## config.mk

```make
export PLATFORM = sky130hd
export DESIGN_NAME = pic_sync_irq_ctrl
export DESIGN_NICKNAME = d
export VERILOG_FILES = /design/src/rtl/pic_sync_irq_ctrl.sv
export SDC_FILE = /design/constraint.sdc
export NUM_CORES = 1
export LEC_CHECK = 0
export ABC_AREA = 1
export ABC_CLOCK_PERIOD_IN_PS = 3600
export BUFFER_PORTS_ARGS = -buffer_cell sky130_fd_sc_hd__buf_2
export CORE_MARGIN = 5
export CORE_UTILIZATION = 36
export CTS_BUF_LIST = sky130_fd_sc_hd__clkbuf_8
export CTS_CLUSTER_SIZE = 10
export DETAILED_ROUTE_END_ITERATION = 10
export SKIP_LAST_GASP = 1
export SYNTH_ARGS = -nofsm -noshare
export SYNTH_HDL_FRONTEND = slang
export SYNTH_SLANG_ARGS = --single-unit
```

## constraint.sdc

```tcl
create_clock -name CLK -period 3.6 [get_ports CLK]
set_input_delay 0.18 -clock CLK [delete_from_list [all_inputs] [get_ports CLK]]
set_output_delay 0.18 -clock CLK [all_outputs]
set_load 0.01 [all_outputs]
```

## src/rtl/pic_sync_irq_ctrl.sv

```systemverilog
// Synchronous 8259A-style interrupt controller: IRR/ISR/MASK, nested rotating priority, two-pulse INTA vector handshake.
// Define ROTATE_EN to enable automatic EOI rotation and direct PRIO_PTR writes; otherwise priority is fixed.
module pic_sync_irq_ctrl #(
  parameter int unsigned NUM_IRQ   = 8,
  parameter int unsigned ID_W      = 4,
  parameter bit          LEVEL_DEF = 1'b0
) (
  input  logic               CLK,
  input  logic               RST_n,
  input  logic               CS_n,
  input  logic               WR_n,
  input  logic               RD_n,
  input  logic [1:0]         A,
  input  logic [15:0]        DIN,
  output logic [15:0]        DOUT,
  input  logic [NUM_IRQ-1:0] IR,
  input  logic               INTA_n,
  output logic               INT,
  output logic [7:0]         VEC,
  output logic               VEC_VLD
);

  typedef enum logic [1:0] {IDLE, PEND, ACK1, ACK2} state_t;

  state_t             state;
  logic [NUM_IRQ-1:0] irr, isr, mask, ir_q;
  logic [7:0]         base;
  logic               cfg_level, cfg_aeoi, inta_q;
  logic [ID_W-1:0]    id_q, prio_ptr;

  logic               wr, rd, inta_fall, ack1, ack2;
  logic               cand_vld, blocked, top_vld, eoi_vld;
  logic [ID_W-1:0]    cand_id, top_id, eoi_id, din_id;
  logic [NUM_IRQ-1:0] rot_req, rot_isr, eoi_clr, ack_set, aeoi_clr, isr_nxt, irr_nxt;
  logic [15:0]        rd_data;
  logic               unused_din;

  function automatic logic [NUM_IRQ-1:0] rotate(input logic [NUM_IRQ-1:0] v, input logic [ID_W-1:0] p);
    logic [2*NUM_IRQ-1:0] d;
    d = {v, v} >> p;
    return d[NUM_IRQ-1:0];
  endfunction

  function automatic logic [NUM_IRQ-1:0] onehot(input logic [ID_W-1:0] id);
    logic [NUM_IRQ-1:0] oh;
    oh = '0;
    for (int k = 0; k < int'(NUM_IRQ); k++)
      if (ID_W'(k) == id) oh[k] = 1'b1;
    return oh;
  endfunction

  function automatic logic [ID_W-1:0] unrot(input int i, input logic [ID_W-1:0] p);
    return ID_W'((i + int'(p)) % int'(NUM_IRQ));
  endfunction

  assign unused_din = ^DIN;

  // Priority scan in rotated order; a set ISR bit blocks everything at or below it.
  always_comb begin
    wr        = !CS_n && !WR_n;
    rd        = !CS_n && !RD_n;
    inta_fall = inta_q && !INTA_n;
    din_id    = DIN[ID_W-1:0];
    rot_req   = rotate(irr & ~mask, prio_ptr);
    rot_isr   = rotate(isr, prio_ptr);
    cand_vld  = 1'b0;
    cand_id   = '0;
    blocked   = 1'b0;
    top_vld   = 1'b0;
    top_id    = '0;
    for (int i = 0; i < int'(NUM_IRQ); i++) begin
      if (!cand_vld && !blocked) begin
        if (rot_isr[i]) begin
          blocked = 1'b1;
        end else if (rot_req[i]) begin
          cand_vld = 1'b1;
          cand_id  = unrot(i, prio_ptr);
        end
      end
      if (!top_vld && rot_isr[i]) begin
        top_vld = 1'b1;
        top_id  = unrot(i, prio_ptr);
      end
    end

    eoi_clr = '0;
    eoi_id  = '0;
    if (wr && A == 2'd3) begin
      if (DIN[14]) begin
        eoi_id  = din_id;
        eoi_clr = onehot(din_id) & isr;
      end else if (DIN[15]) begin
        eoi_id  = top_id;
        eoi_clr = top_vld ? onehot(top_id) : '0;
      end
    end
    eoi_vld  = |eoi_clr;

    ack1     = (state == PEND) && inta_fall && cand_vld;
    ack2     = (state == ACK1) && inta_fall;
    ack_set  = ack1 ? onehot(cand_id) : '0;
    aeoi_clr = (ack2 && cfg_aeoi) ? (onehot(id_q) & isr) : '0;
    isr_nxt  = ((isr & ~eoi_clr) | ack_set) & ~aeoi_clr;
    irr_nxt  = cfg_level ? (IR & ~isr_nxt) : ((irr & ~ack_set) | (IR & ~ir_q));

    case (A)
      2'd0:    rd_data = 16'({cfg_aeoi, cfg_level});
      2'd1:    rd_data = 16'(mask);
      2'd2:    rd_data = 16'(irr);
      default: rd_data = 16'(isr);
    endcase
  end

`ifdef ROTATE_EN
  logic [ID_W-1:0] ptr_nxt;

  always_comb begin
    ptr_nxt = prio_ptr;
    if (eoi_vld)                     ptr_nxt = unrot(1, eoi_id);
    if (|aeoi_clr)                   ptr_nxt = unrot(1, id_q);
    if (wr && A == 2'd3 && DIN[13])  ptr_nxt = unrot(0, din_id);
  end

  always_ff @(posedge CLK) begin
    if (!RST_n) prio_ptr <= '0;
    else        prio_ptr <= ptr_nxt;
  end
`else
  assign prio_ptr = '0;
`endif

  // Registers, bus interface and INTA handshake FSM.
  always_ff @(posedge CLK) begin
    if (!RST_n) begin
      state     <= IDLE;
      irr       <= '0;
      isr       <= '0;
      mask      <= '1;
      ir_q      <= '0;
      base      <= 8'h08;
      cfg_level <= LEVEL_DEF;
      cfg_aeoi  <= 1'b0;
      inta_q    <= 1'b1;
      id_q      <= '0;
      INT       <= 1'b0;
      VEC       <= 8'h00;
      VEC_VLD   <= 1'b0;
      DOUT      <= 16'h0000;
    end else begin
      ir_q    <= IR;
      inta_q  <= INTA_n;
      irr     <= irr_nxt;
      isr     <= isr_nxt;
      VEC_VLD <= 1'b0;
      if (wr) begin
        case (A)
          2'd0:    {cfg_aeoi, cfg_level} <= DIN[1:0];
          2'd1:    mask <= DIN[NUM_IRQ-1:0];
          2'd2:    base <= DIN[7:0];
          default: ;
        endcase
      end
      if (rd) DOUT <= rd_data;
      case (state)
        IDLE: begin
          if (cand_vld) begin
            state <= PEND;
            INT   <= 1'b1;
          end
        end
        PEND: begin
          if (!cand_vld) begin
            state <= IDLE;
            INT   <= 1'b0;
          end else if (inta_fall) begin
            state <= ACK1;
            INT   <= 1'b0;
            id_q  <= cand_id;
          end
        end
        ACK1: begin
          if (inta_fall) begin
            state   <= ACK2;
            VEC     <= base + 8'(id_q);
            VEC_VLD <= 1'b1;
          end
        end
        default: state <= IDLE;
      endcase
    end
  end

endmodule
```

After elaboration in Yosys (flattened, before gate mapping)
Index checks and enable logic that the tools add are counted.

cells by class
  add/subtract/negate cells = 1
  equal/unequal tests = 36
  muxes and demuxes = 137
  bitwise logic cells = 16
  reduce and logical (&&, ||, !) cells = 61

operator list
  kind                                                  number
  two-way mux 4 bit                                     25
  two-way mux 1 bit                                     97
  bitwise AND 8 bit                                     8
  equality test 3 x 4 -> 1 bit (first input constant)   16
  two-way mux 8 bit                                     7
  inverter 8 bit                                        6
  equality test 2 x 4 -> 1 bit (first input constant)   8
  logical NOT 1 bit                                     24
  one-hot mux 8 bit (3 select lines)                    1
  logical AND 1 bit                                     22
  equality test 1 x 4 -> 1 bit (first input constant)   4
  logical NOT 4 bit                                     4
  OR 8 bit                                              2
  two-way mux 2 bit                                     5
  AND reduction 2 bit                                   5
  AND reduction 3 bit                                   3
  adder 8 x 4 -> 8 bit                                  1
  equality test 2 bit (second input constant)           3
  one-hot mux 2 bit (3 select lines)                    1
  equality test 2 x 1 -> 1 bit (second input constant)  2
  logical NOT 2 bit                                     2
  != test 2 bit (second input constant)                 2
  != test 3 bit (second input constant)                 1
  one-hot mux 1 bit (2 select lines)                    1
  nonzero test 2 bit                                    1

word-level totals
  flip-flop bits (word level) = 75

Longest topological paths before layout
Gate-level depths: netlist of run 1.

  depth after elaboration = 35
  depth in mapped cells = 17
  gate-level depth less buffers = 17

Least setup slack after synthesis of run 1
No wires, ideal clock.

  kind = register -> register
  start = register isr[0]
  end = register irr[4]
  setup time = 0.133 ns
  arrival = 1.846 ns
  setup slack = 1.620 ns
  stages on the path, launching flop included = 16
  clock period less this slack = 1.980 ns
  cell sequence = dfxtp_1 > nor2_4 > nand3_1 > nor2_4 > nor2_8 > nand2_1 > nand3_2 > inv_2 > nand3_1 > nand3_2 > nand2_4 > buf_8 > o21ai_2 > o21ai_2 > nand2_1 > a21oi_2

on the way
  longest elaborated chain between the ends = 35
  elaborated cells between the ends (all ways) = 122
  those cells by class = 2 x eq/ne; 76 x mux; 9 x bitwise; 35 x reduce/logical

ends and longest elaborated chain
  item                                                                        RTL line  source
  start, declared                                                             26        logic [NUM_IRQ-1:0] irr, isr, mask, ir_q;
  start signal, assigned                                                      153       isr <= isr_nxt;
  parallel branches: the longest is 34 deep, another holds two-way mux 4 bit  n/a
  two-way mux 8 bit (*)                                                       104       irr_nxt = cfg_level ? (IR & ~isr_nxt) : ((irr & ~ack_set) | (IR & ~ir_q));
  end signal, assigned                                                        152       irr <= irr_nxt;
  end, declared                                                               26

Mark *: on every way between the ends.
A chain may end at the register's enable or synchronous reset.

Worst setup path in the final report of run 1
  start = register isr[0]
  end = register irr[7]

The elaborated chain is that of the path after synthesis.

==> results of run 1 <==
-- metal layers --
layer / GRT usage [%] / wire length [um] / share of wire (%) / vias up
met2: 28.6 / 4510 / 45 / 105
met4: 4.99 / 164 / 1.6 / 0
li1: - / - / - / 1773
met1: 23.9 / 4620 / 46 / 1553
met5: 0 / 0 / 0 / -
met3: 3.84 / 679 / 6.8 / 17
-- flip-flops by register name (all words and copies together) (netlist names), 2 cells and up --
| name | flops |
|---|---|
| id_q | 3 |
| irr | 8 |
| DOUT | 8 |
| state | 2 |
| isr | 8 |
| mask | 8 |
| VEC | 8 |
| ir_q | 8 |
| base | 8 |
-- cells in the mapped netlist (2+ instances only) --
library cell / instances
nand2_1: 102
inv_1: 76
dfxtp_1: 66
nor2_1: 56
o21ai_0: 46
nand3_1: 35
a21oi_1: 22
clkbuf_1: 9
buf_4: 8
nand4_1: 8
o21ai_2: 8
nor3_1: 7
o21ai_1: 7
a41oi_1: 6
inv_2: 6
o211ai_1: 6
nand3_2: 5
xor2_1: 4
a21oi_2: 3
a31oi_1: 3
buf_2: 3
ha_1: 3
nand2_2: 3
nand4_2: 3
nor2_4: 3
o41ai_1: 3
a211oi_1: 2
clkinv_1: 2
nand2_4: 2
-- layout make-up --
class / count / area share, %
multi-input cells: 356 / 45.3
flip-flops and latches: 66 / 32.2
inverters: 84 / 7.68
repair buffers: 46 / 5.79
well taps: 133 / 4.05
clock buffers: 11 / 3.69
clock inverters: 5 / 1.31
-- worst paths after layout --
| check | from | slack (ns) | endpoint | cells after the start |
|---|---|---|---|---|
| max reg2reg | isr[0]$_SDFF_PN0_ | 1.14 | irr[7]$_SDFF_PN0_ | 16 |
| min reg2reg | INT$_SDFFE_PN0P_ | 0.47 | INT$_SDFFE_PN0P_ | 2 |
| max | isr[0]$_SDFF_PN0_ | 1.14 | irr[7]$_SDFF_PN0_ | 16 |
| min | INTA_n | 0.01 | inta_q$_SDFF_PN1_ | 3 |
-- tightest hold or removal path: stages --
cell	delay, ns
buf_2	0.07
inv_1	0.04
nand2_1	0.04
-- cell usage in the layout (no fill, tap or decap), types with 3 or more instances in the layout --
master    netlist  layout
a21oi_1        22      22
a21oi_2         3       3
a31oi_1         3       3
a41oi_1         6       6
buf_2           3      43
buf_4           8       3
clkbuf_8        0      11
conb_1          1       8
dfxtp_1        66      66
ha_1            3       3
inv_1          76      77
inv_2           6       6
nand2_1       102     102
nand2_2         3       3
nand3_1        35      35
nand3_2         5       5
nand4_1         8       8
nand4_2         3       3
nor2_1         56      56
nor2_4          3       3
nor3_1          7       7
o211ai_1        6       6
o21ai_0        46      46
o21ai_1         7       7
o21ai_2         8       8
o41ai_1         3       3
xor2_1          4       4
-- report_power, final --
part | leakage, nW | total [mW] | switching, mW | internal (mW)
clock | 0.103 | 0.649 | 0.295 | 0.354
combinational | 1.26 | 0.165 | 0.106 | 0.0593
sequential | 0.540 | 0.783 | 0.0244 | 0.759
-- kinds of logic (layout without fill, tap and decap cells) --
group / after synthesis / after routing / synth area share (%)
XOR/XNOR: 4 / 4 / 0.973
flip-flops: 66 / 66 / 36.7
buffers and inverters: 106 / 146 / 12.3
AND/OR/NAND/NOR: 228 / 228 / 29.3
other: 1 / 8 / 0.104
adder cells (fa/ha/maj): 4 / 4 / 1.60
AO/OA/AOI/OAI: 112 / 112 / 19.0
==> metrics.md, run 1 <==
| Metric | Value |
|---|---|
| Main synth FF type | dfxtp_1 |
| Nets | around 600 |
| Core area | 0.00977 mm^2 |
| Final setup margin | around 1.1 ns |
| Initial antenna violation count | 0 |
| Routed len/inst | 14.2 um |
| Setup TNS | 0 ns |
| Die Span X | 110 um |
| Fin. max-slew vios | 0 |
| Sequential area share after synthesis | 36.7% |
| Cells after DPL | 685 |
| Rows | 36 |
| Overall Power | 1.60 mW |
| Top cell type's share of synthesized area | 36.7% |
| Largest net degree at the start of global routing | 40 |
| # setup viols final | 0 |
| CP bufs+invs | 2 |
| Post-CTS setup buffers | 0 |
| Total CTS buffers | 9 |
| CTS clk-pin slew, worst paths | approximately 0.07 ns |
| Final GP Congestion | 0.911 |
| Area of the multi-input gates | approximately 0.0019 mm^2 |
| Data required, critical path | 3.88 ns |
| Share of cells above drive strength 1 | 17.3% |
| Resize count post-CTS | 0 |
| PwrDens | 389 mW/mm^2 |
| Die area | 0.0121 mm^2 |
| Antenna diodes | 0 |
| CP peak stage delay | 0.50 ns |
| Top cells by area, synth | dfxtp_1, nand2_1, inv_1, o21ai_0, nor2_1 |
| Buffers added on ports | 43 |
| Vias/cell | 4.92 |
| I/O Pins | 58 |
| Final std cells w/o fill | around 700 |
| Vias | about 3400 |
| FILL cells | between 1000 and 1500 |
| Slew margin rel. | 42.5% |
| Number of enable flip-flop cells after synthesis | 0 |
| Critical path peak fanout | 16 |
| Reg area | 0.00132 mm^2 |
| CP Capture Type | flip-flop |
| Top cell by count, worst path | nand2_1 |
| Routed wire length | 9.97 mm |
| H-tree depth | 3 |
| Initial Utilization | about 37% |
| Final Hold Viols | 0 |
| DRC Markers | 0 |
| Root buffer cell | clkbuf_8 |
| 1st-pass router iterations | 5 |
| Outcome | finished clean |
| Mean Syn Cell Area | 6.91 um^2 |
| Hold Buf Count CTS | 0 |
| Max Clock Skew | approximately 0.016 ns |
| CP max-delay cell | dfxtp_1 |
| Tightest Pin Transition | 0.859 ns |
| Tcrit/Tclk final | 68.2% |
| Critical path's top delay family | simple AND/OR/NAND/NOR gates |
| Worst-Skew Late Latency | 0.36 ns |
| Max frequency | between 400 and 500 MHz |
| Arrival time worst endpoint | between 2 and 3 ns |
| Crit-path cells | inv_2 -> nand3_2 -> nand2_2 -> nor2_8 -> nand2_2 -> a21oi_4 -> nand2_1 -> nand3_1 -> nand3_2 -> nand2_4 -> inv_2 -> nand2_1 -> nand2_1 -> nand2_1 -> nand3_1 -> a21oi_1 |
| Fin util | 42.0% |
| Hpwl dp | roughly 7.6 mm |
| Tmin final | 2.46 ns |
| Worst VDD drop | 0.000170 V |
| Vias in the first global route | 3346 |
| Startpoint types | flip-flop |
| P&R area growth vs syn | 14.1% |
| RSZ-0062 raised after global routing | no |
| Total track usage | around 18% |
| Post-route antenna net violation count | 0 |
| DRT iter0 DRCs | around 200 |
| Leakage Power | about 1.9 nW |
| First-pass GRT wire length | 16.5 mm |
| Distinct cells, synth | 43 |
| Hold Slack | approximately 0.012 ns |
| Cell taking the most area after synthesis | dfxtp_1 |
| DP Worst Slack | 1.19 ns |
| Post-layout instance area | 0.00411 mm^2 |
| Mapped Cells | 521 |
| Synthesis warning total | 0 |
| Hold Path Class | input port to flip-flop |
| Max-cap viol count | 0 |
| CTS tree | done |
| Crit path kind | flip-flop to flip-flop |
| Synthesized area | roughly 0.0036 mm^2 |
| CTS max path bufs | 2 |
| Die H | between 100 and 150 um |
| Asr flop ratio synth | 0% |
| Area post-placement | 0.00390 mm^2 |
| Sink Count | 66 |
| FF+latch count, synth | 66 |
| Total gr overflow | 0 |
Note: power is estimated with default switching activity, not from simulation.
==> run 2: changes to the inputs <==
--- a/config.mk
+++ b/config.mk
@@ -5,8 +5,8 @@
 export SDC_FILE = /design/constraint.sdc
 export NUM_CORES = 1
 export LEC_CHECK = 0
-export ABC_AREA = 1
-export ABC_CLOCK_PERIOD_IN_PS = 3600
+export ABC_AREA = 0
+export ABC_CLOCK_PERIOD_IN_PS = 2600
 export BUFFER_PORTS_ARGS = -buffer_cell sky130_fd_sc_hd__buf_2
 export CORE_MARGIN = 5
 export CORE_UTILIZATION = 36
==> constraint.sdc (replaced) <==
create_clock -name CLK -period 2.6 [get_ports CLK]
set_input_delay 0.13 -clock CLK [delete_from_list [all_inputs] [get_ports CLK]]
set_output_delay 0.13 -clock CLK [all_outputs]
set_load 0.01 [all_outputs]
==> run 2 against run 1 <==
Compared with the run above:
- via count down 5.6%
- register-to-register slack got worse by 0.82 ns
- sequential power up 39%
- maximum frequency rose by 7.9%
- hold slack improved by 0.0086 ns
- largest power group unchanged
- first-iteration DRC count up 19%
- highest routed layer unchanged
- synthesized area fell by 1.4%
- global-route usage increased by 0.22 points
- critical path type unchanged
==> metrics.md, run 2 <==
| Metric | Value |
|---|---|
| Outcome | finished clean |
| RSZ-0062 raised after global routing | no |
| Routed len/inst | 16.6 um (+17%) |
| Worst-Skew Late Latency | 0.35 ns (about the same) |
| Max Clock Skew | 0.0138 ns (-0.00212 ns) |
| Routed wire length | 10.1 mm (+1.6%) |
| I/O Pins | 58 (unchanged) |
| FILL cells | 1027 (-5.3%) |
| CTS clk-pin slew, worst paths | 0.08 ns (about the same) |
| CP bufs+invs | 0 (-2) |
| Core area | 0.00968 mm^2 (-0.92%) |
| Data required, critical path | 2.84 ns (-1.04 ns) |
| First-pass GRT wire length | 16.5 mm (about the same) |
| Critical path's top delay family | compound AO/OA/AOI/OAI gates |
| Met1 Wirelength | 4.87 mm (+5.6%) |
| Max frequency | 439 MHz (+7.9%) |
| Tmin final | 2.28 ns (-0.179 ns) |
| Antenna diodes | 0 (unchanged) |
| Most frequent cell after synthesis | dfxtp_1 |
| Crit-path cells | nor2_1 -> and3_1 -> a41o_1 -> o41a_1 -> nor2_4 -> mux2_1 |
| Sink Count | 66 (unchanged) |
| Fin. max-slew vios | 0 (unchanged) |
| Die Span X | 109 um (-0.65%) |
| Root buffer cell | clkbuf_8 |
| Cells after DPL | 594 (-13%) |
| Final std cells w/o fill | 610 (-13%) |
| Vias/cell | 5.33 (+8.5%) |
| Levels on crit path | 6 (-10) |
| Total gr overflow | 0 (unchanged) |
| Top sig layer | met4 |
| WHS Endpoint | ir_q[2]$_SDFF_PN0_ |
| Leakage Power | 1.63 nW (-14%) |
| Total CTS buffers | 9 (unchanged) |
| Hold Path Class | input port to flip-flop |
| Vias | 3254 (-5.6%) |
| Startpoint types | flip-flop |
| FF+latch count, synth | 66 (unchanged) |
| CP peak stage delay | 0.53 ns (+0.03 ns) |
| Total track usage | 18.0% (+0.22 points) |
| FF-to-FF path depth | 6 (-10) |
| Rows | 36 (unchanged) |
| Top cell type's share of synthesized area | 37.2% (+0.53 points) |
| Initial antenna violation count | 0 (unchanged) |
| Top cells by area, synth | dfxtp_1, nand2_1, nor2_1, a21oi_1, a211oi_1 |
| Area post-placement | 0.00387 mm^2 (-0.87%) |
| Slew margin rel. | 47.4% (+4.8 points) |
| Distinct cells, synth | 69 (+60%) |
| Tcrit/Tclk final | 87.6% (+19 points) |
| Vias in the first global route | 3128 (-6.5%) |
| # setup viols final | 0 (unchanged) |
| Main synth FF type | dfxtp_1 |
| Buffers added on ports | 43 (unchanged) |
| P&R area growth vs syn | 14.5% |
| Most frequent cells in the layout | dfxtp_1, nand2_1, buf_2 |
| Post-synth top cells | dfxtp_1, nand2_1, nor2_1 |
| Hold Crit Depth | 2 (-1) |
| Nets | 509 (-15%) |
| Synthesis warning total | 0 (unchanged) |
| Initial Utilization | 36.6% (-0.19 points) |
| 1st-pass router iterations | 4 (-1) |
| WL met2 | 4.44 mm (-1.6%) |
| CP max-delay cell | o41a_1 |
| Die area | 0.0119 mm^2 (-1.3%) |
| Setup TNS | 0 ns (unchanged) |
| CTS max path bufs | 2 (unchanged) |
| PwrDens | 531 mW/mm^2 (+37%) |
| Asr flop ratio synth | 0% (unchanged) |
| Crit path kind | flip-flop to flip-flop |
| Worst R2R Start | isr[1]$_SDFF_PN0_ |
| Die H | 109 um (-0.65%) |
| Post-CTS setup buffers | 0 (unchanged) |
| DRC Markers | 0 (unchanged) |
| Most common cell after layout, fill and taps aside | dfxtp_1 |
| Fin util | 42.0% (-0.061 points) |
| Mapped Cells | 432 (-17%) |
| Overall Power | 2.16 mW (+35%) |
| H-tree depth | 3 (unchanged) |
| Met3 WL post-DR | 694 um (+2.2%) |
| Share of cells above drive strength 1 | 17.4% (+0.15 points) |
| Final GP Congestion | 0.869 (-4.7%) |
| DRT iter0 DRCs | 232 (+19%) |
| Critical path peak fanout | 9 (-7) |
| Tightest Pin Transition | 0.787 ns (-0.0723 ns) |
| Sequential area share after synthesis | 37.2% (+0.53 points) |
| Synthesized area | 0.00355 mm^2 (-1.4%) |
| Hpwl dp | 7.80 mm (+1.9%) |
| Largest net degree at the start of global routing | 30 (-25%) |
| Number of enable flip-flop cells after synthesis | 0 (unchanged) |
| Post-layout instance area | 0.00406 mm^2 (-1.1%) |
| Worst VDD drop | 0.000339 V (+99%) |
| Arrival time worst endpoint | 2.52 ns (-0.22 ns) |
| Reg-to-reg slack, setup | 0.32 ns (-0.82 ns) |
| Final Hold Viols | 0 (unchanged) |
| Mean Syn Cell Area | 8.21 um^2 (+19%) |
| HP Start | IR[2] |
| Post-route antenna net violation count | 0 (unchanged) |
| CP Capture Type | flip-flop |
| RR Endpoint | id_q[1]$_SDFFE_PN0P_ |
| CTS tree | done |
| Max-cap viol count | 0 (unchanged) |
| Cell taking the most area after synthesis | dfxtp_1 |
[run 2: cell types whose count changed after synthesis, moves of 11 or more]
cell | previous run | this run
inv_1 | 76 | 14
nand2_1 | 102 | 64
o21ai_0 | 46 | 10
nor2_1 | 56 | 34
nand3_1 | 35 | 18
and2_1 | 0 | 13
a211oi_1 | 2 | 13
nor2b_1 | 0 | 11
[run 2: cell type report]
type	count	area (um^2)	area share [%]
multi-input combinational	329	2050	50.3
sequential	66	1320	32.5
timing repair buffer	53	293	7.20
tap	133	166	4.09
clock buffer	10	138	3.39
inverter	14	52.6	1.29
clock inverter	5	47.5	1.17
[run 2: cell families after synthesis]
group | synth area share [%]
multiplexers | 5.43
buffers and inverters | 5.85
AND/OR/NAND/NOR | 28.0
flip-flops | 37.2
other | 0.106
XOR/XNOR | 1.48
adder cells (fa/ha/maj) | 1.62
AO/OA/AOI/OAI | 20.3
[run 2: timing repair]
action / in CTS / in global routing
endpoints found under the hold margin: 1 / 0
resized for setup: 0 / 0
endpoints found under the setup margin: 0 / 0
hold buffers: 1 / 0
[run 2: worst max-delay path by stage]
stage | slack, ns | end | startpoint
finish | 0.32 | id_q[1]$_SDFFE_PN0P_ | isr[1]$_SDFF_PN0_
global route | 0.20 | id_q[1]$_SDFFE_PN0P_ | isr[1]$_SDFF_PN0_
CTS | 0.33 | id_q[1]$_SDFFE_PN0P_ | isr[1]$_SDFF_PN0_
detailed placement | 0.35 | id_q[1]$_SDFFE_PN0P_ | isr[1]$_SDFF_PN0_
global placement | 0.35 | id_q[1]$_SDFFE_PN0P_ | isr[1]$_SDFF_PN0_
floorplan | 0.60 | id_q[1]$_SDFFE_PN0P_ | mask[1]$_SDFFE_PN1P_
[run 2: layer usage]
layer,track usage [%],vias to the layer above
li1,-,1617
met1,26.0,1534
met2,26.8,91
met3,3.61,12
met4,5.52,0
met5,0,-
[run 2: worst register-to-register path, delay by kind of cell, from the launching register on]
| kind | cells | cell delay, ns |
|---|---|---|
| multiplexers | 1 | 0.33 |
| AND/OR/NAND/NOR | 3 | 0.54 |
| AO/OA/AOI/OAI | 2 | 0.80 |
| flip-flops | 1 | 0.52 |
[run 2: stage by stage]
stage                     hold WS, ns  worst slack, ns
after CTS                     0.00384            0.332
after detailed placement        0.348            0.346
after floorplan                 0.231            0.599
after global placement          0.341            0.352
final                          0.0207            0.324
after global routing           0.0215            0.201
[run 2: report_power, final]
part           total, mW  switching, mW  leakage [nW]  internal (mW)
logic              0.235          0.134         0.989          0.101
clock network      0.836          0.383         0.105          0.454
registers           1.09         0.0353         0.540           1.05
==> run 3: changes to the inputs <==
--- a/config.mk
+++ b/config.mk
@@ -13,7 +13,9 @@
 export CTS_BUF_LIST = sky130_fd_sc_hd__clkbuf_8
 export CTS_CLUSTER_SIZE = 10
 export DETAILED_ROUTE_END_ITERATION = 10
+export HOLD_SLACK_MARGIN = 0.06
 export SKIP_LAST_GASP = 1
 export SYNTH_ARGS = -nofsm -noshare
 export SYNTH_HDL_FRONTEND = slang
 export SYNTH_SLANG_ARGS = --single-unit
+export TNS_END_PERCENT = 1
==> constraint.sdc (replaced) <==
create_clock -name CLK -period 2.6 [get_ports CLK]
set_input_delay 0.52 -clock CLK [delete_from_list [all_inputs] [get_ports CLK]]
set_output_delay 0.52 -clock CLK [all_outputs]
set_load 0.01 [all_outputs]
==> run 3 against run 2 <==
Compared with the run above:
- via count grew 1.5%
- cell count increased by 1.1%
- routed wire length is 0.92% higher
- cell area increased by 1.1%
- global-route usage fell by 0.25 points
- clock power is essentially flat
- register-to-register slack about the same
- critical path depth did not move
- critical path type unchanged
- largest cell class unchanged
==> metrics.md, run 3 (synthesis results as in run 2) <==
| Metric | Value |
|---|---|
| Final setup margin | 0.335 ns (+0.0119 ns) |
| Leakage Power | 1.67 nW (+2.1%) |
| Resize count post-CTS | 0 (unchanged) |
| Fin. max-slew vios | 0 (unchanged) |
| Critical path peak fanout | 6 (-3) |
| Hold Path Class | input port to flip-flop |
| I/O Pins | 58 (unchanged) |
| Post-route antenna net violation count | 0 (unchanged) |
| # setup viols final | 0 (unchanged) |
| H-tree depth | 3 (unchanged) |
| Hold Buf Count CTS | 0 (-1) |
| Outcome | finished clean |
| Vias | 3304 (+1.5%) |
| Max-cap viol count | 0 (unchanged) |
| Total CTS buffers | 9 (unchanged) |
| Nets | 515 (+1.2%) |
| Hpwl dp | 7.82 mm (+0.33%) |
| Die area | 0.0119 mm^2 (unchanged) |
| Most frequent cells in the layout | dfxtp_1, nand2_1, buf_2 |
| Antenna diodes | 0 (unchanged) |
| Slew margin rel. | 55.8% (+8.5 points) |
| CTS clk-pin slew, worst paths | 0.07 ns (about the same) |
| Post-CTS setup buffers | 0 (unchanged) |
| Share of cells above drive strength 1 | 18.6% (+1.2 points) |
| Die H | 109 um (unchanged) |
| Tcrit/Tclk final | 87.1% (-0.46 points) |
| Reg-to-reg slack, setup | 0.34 ns (about the same) |
| Setup TNS | 0 ns (unchanged) |
| Tightest Pin Transition | 0.662 ns (-0.125 ns) |
| Crit path kind | flip-flop to flip-flop |
| Fin util | 42.4% (+0.47 points) |
| Initial antenna violation count | 0 (unchanged) |
| Post-layout instance area | 0.00411 mm^2 (+1.1%) |
| Worst VDD drop | 0.000347 V (+2.6%) |
| 1st-pass router iterations | 5 (+1) |
| Final GP Congestion | 0.908 (+4.5%) |
| First-pass GRT wire length | 16.1 mm (-2.5%) |
| Max frequency | 442 MHz (+0.53%) |
| FILL cells | 988 (-3.8%) |
| Arrival time worst endpoint | 2.49 ns (-0.03 ns) |
| Core area | 0.00968 mm^2 (unchanged) |
| Vias/cell | 5.35 (+0.38%) |
| RSZ-0062 raised after global routing | no |
| Total track usage | 17.7% (-0.25 points) |
| DRC Markers | 0 (unchanged) |
| Tmin final | 2.26 ns (-0.0119 ns) |
| Routed len/inst | 16.6 um (-0.23%) |
| Sink Count | 66 (unchanged) |
| Largest net degree at the start of global routing | 30 (unchanged) |
| Rows | 36 (unchanged) |
| Most common cell after layout, fill and taps aside | dfxtp_1 |
| Total gr overflow | 0 (unchanged) |
| CTS tree | done |
| Data required, critical path | 2.82 ns (-0.02 ns) |
| DP Worst Slack | 0.363 ns (+0.0172 ns) |
| Grt met3 use | 3.73% (+0.12 points) |
| Routed wire length | 10.2 mm (+0.92%) |
| DRT iter0 DRCs | 204 (-12%) |
| Root buffer cell | clkbuf_8 |
| Startpoint types | flip-flop |
| Vias in the first global route | 3057 (-2.3%) |
| Die Span X | 109 um (unchanged) |
| Initial Utilization | 36.6% (unchanged) |
| Met2 GRT Util | 26.8% (unchanged) |
| Hold Slack | 0.377 ns (+0.357 ns) |
| PwrDens | 527 mW/mm^2 (-0.79%) |
| CP Capture Type | flip-flop |
| Max Clock Skew | 0.0111 ns (-0.00270 ns) |
| Buffers added on ports | 43 (unchanged) |
| M1 GR Usage | 25.2% (-0.74 points) |
| Area post-placement | 0.00392 mm^2 (+1.4%) |
| CTS max path bufs | 2 (unchanged) |
| Final Hold Viols | 0 (unchanged) |
| Top Usage Layer GRT | met2 |
| Worst-Skew Late Latency | 0.35 ns (about the same) |
| P&R area growth vs syn | 15.8% |
-- run 3: path summary, 6_finish.rpt --
check | startpoint | to | cells past startpoint
worst max-delay path | irr[0]$_SDFF_PN0_ | id_q[1]$_SDFFE_PN0P_ | 6
worst min-delay path | INTA_n | inta_q$_SDFF_PN1_ | 2
worst min register to register | base[2]$_SDFFE_PN0P_ | base[2]$_SDFFE_PN0P_ | 2
worst max register to register | irr[0]$_SDFF_PN0_ | id_q[1]$_SDFFE_PN0P_ | 6
-- run 3: worst max-delay path, cell delays in order, from the launching register on --
cell      delay [ns]
dfxtp_1         0.42
nand2b_1        0.14
and3_1          0.26
a41o_1          0.28
o41a_1          0.53
nor2_4          0.17
mux2_1          0.33
-- run 3: routing by layer --
metal | wire, um | vias up | part of all wire, %
li1 | - | 1639 | -
met5 | 0 | - | 0
met2 | 4360 | 119 | 43
met3 | 700 | 13 | 6.9
met4 | 150 | 0 | 1.5
met1 | 5010 | 1533 | 49
-- run 3: layout make-up --
cell class	count	area, um^2	area share, %
Tap cell	133	166	4.05
Clock inverter	7	63.8	1.55
Clock buffer	9	124	3.01
Timing Repair Buffer	59	335	8.16
Inverter	14	52.6	1.28
Multi-Input combinational cell	329	2050	49.8
Sequential cell	66	1320	32.2
-- run 3: stage by stage --
stage,cells,power (mW)
after CTS,617,2.19
final,617,2.16
after detailed placement,601,1.35
after floorplan,439,1.26
after global placement,601,1.35
after global routing,617,2.26
-- run 3: power by group --
| group | internal [mW] | total (mW) | switching (mW) |
|---|---|---|---|
| logic | 0.107 | 0.244 | 0.138 |
| clock network | 0.434 | 0.836 | 0.402 |
| registers | 1.05 | 1.08 | 0.0334 |
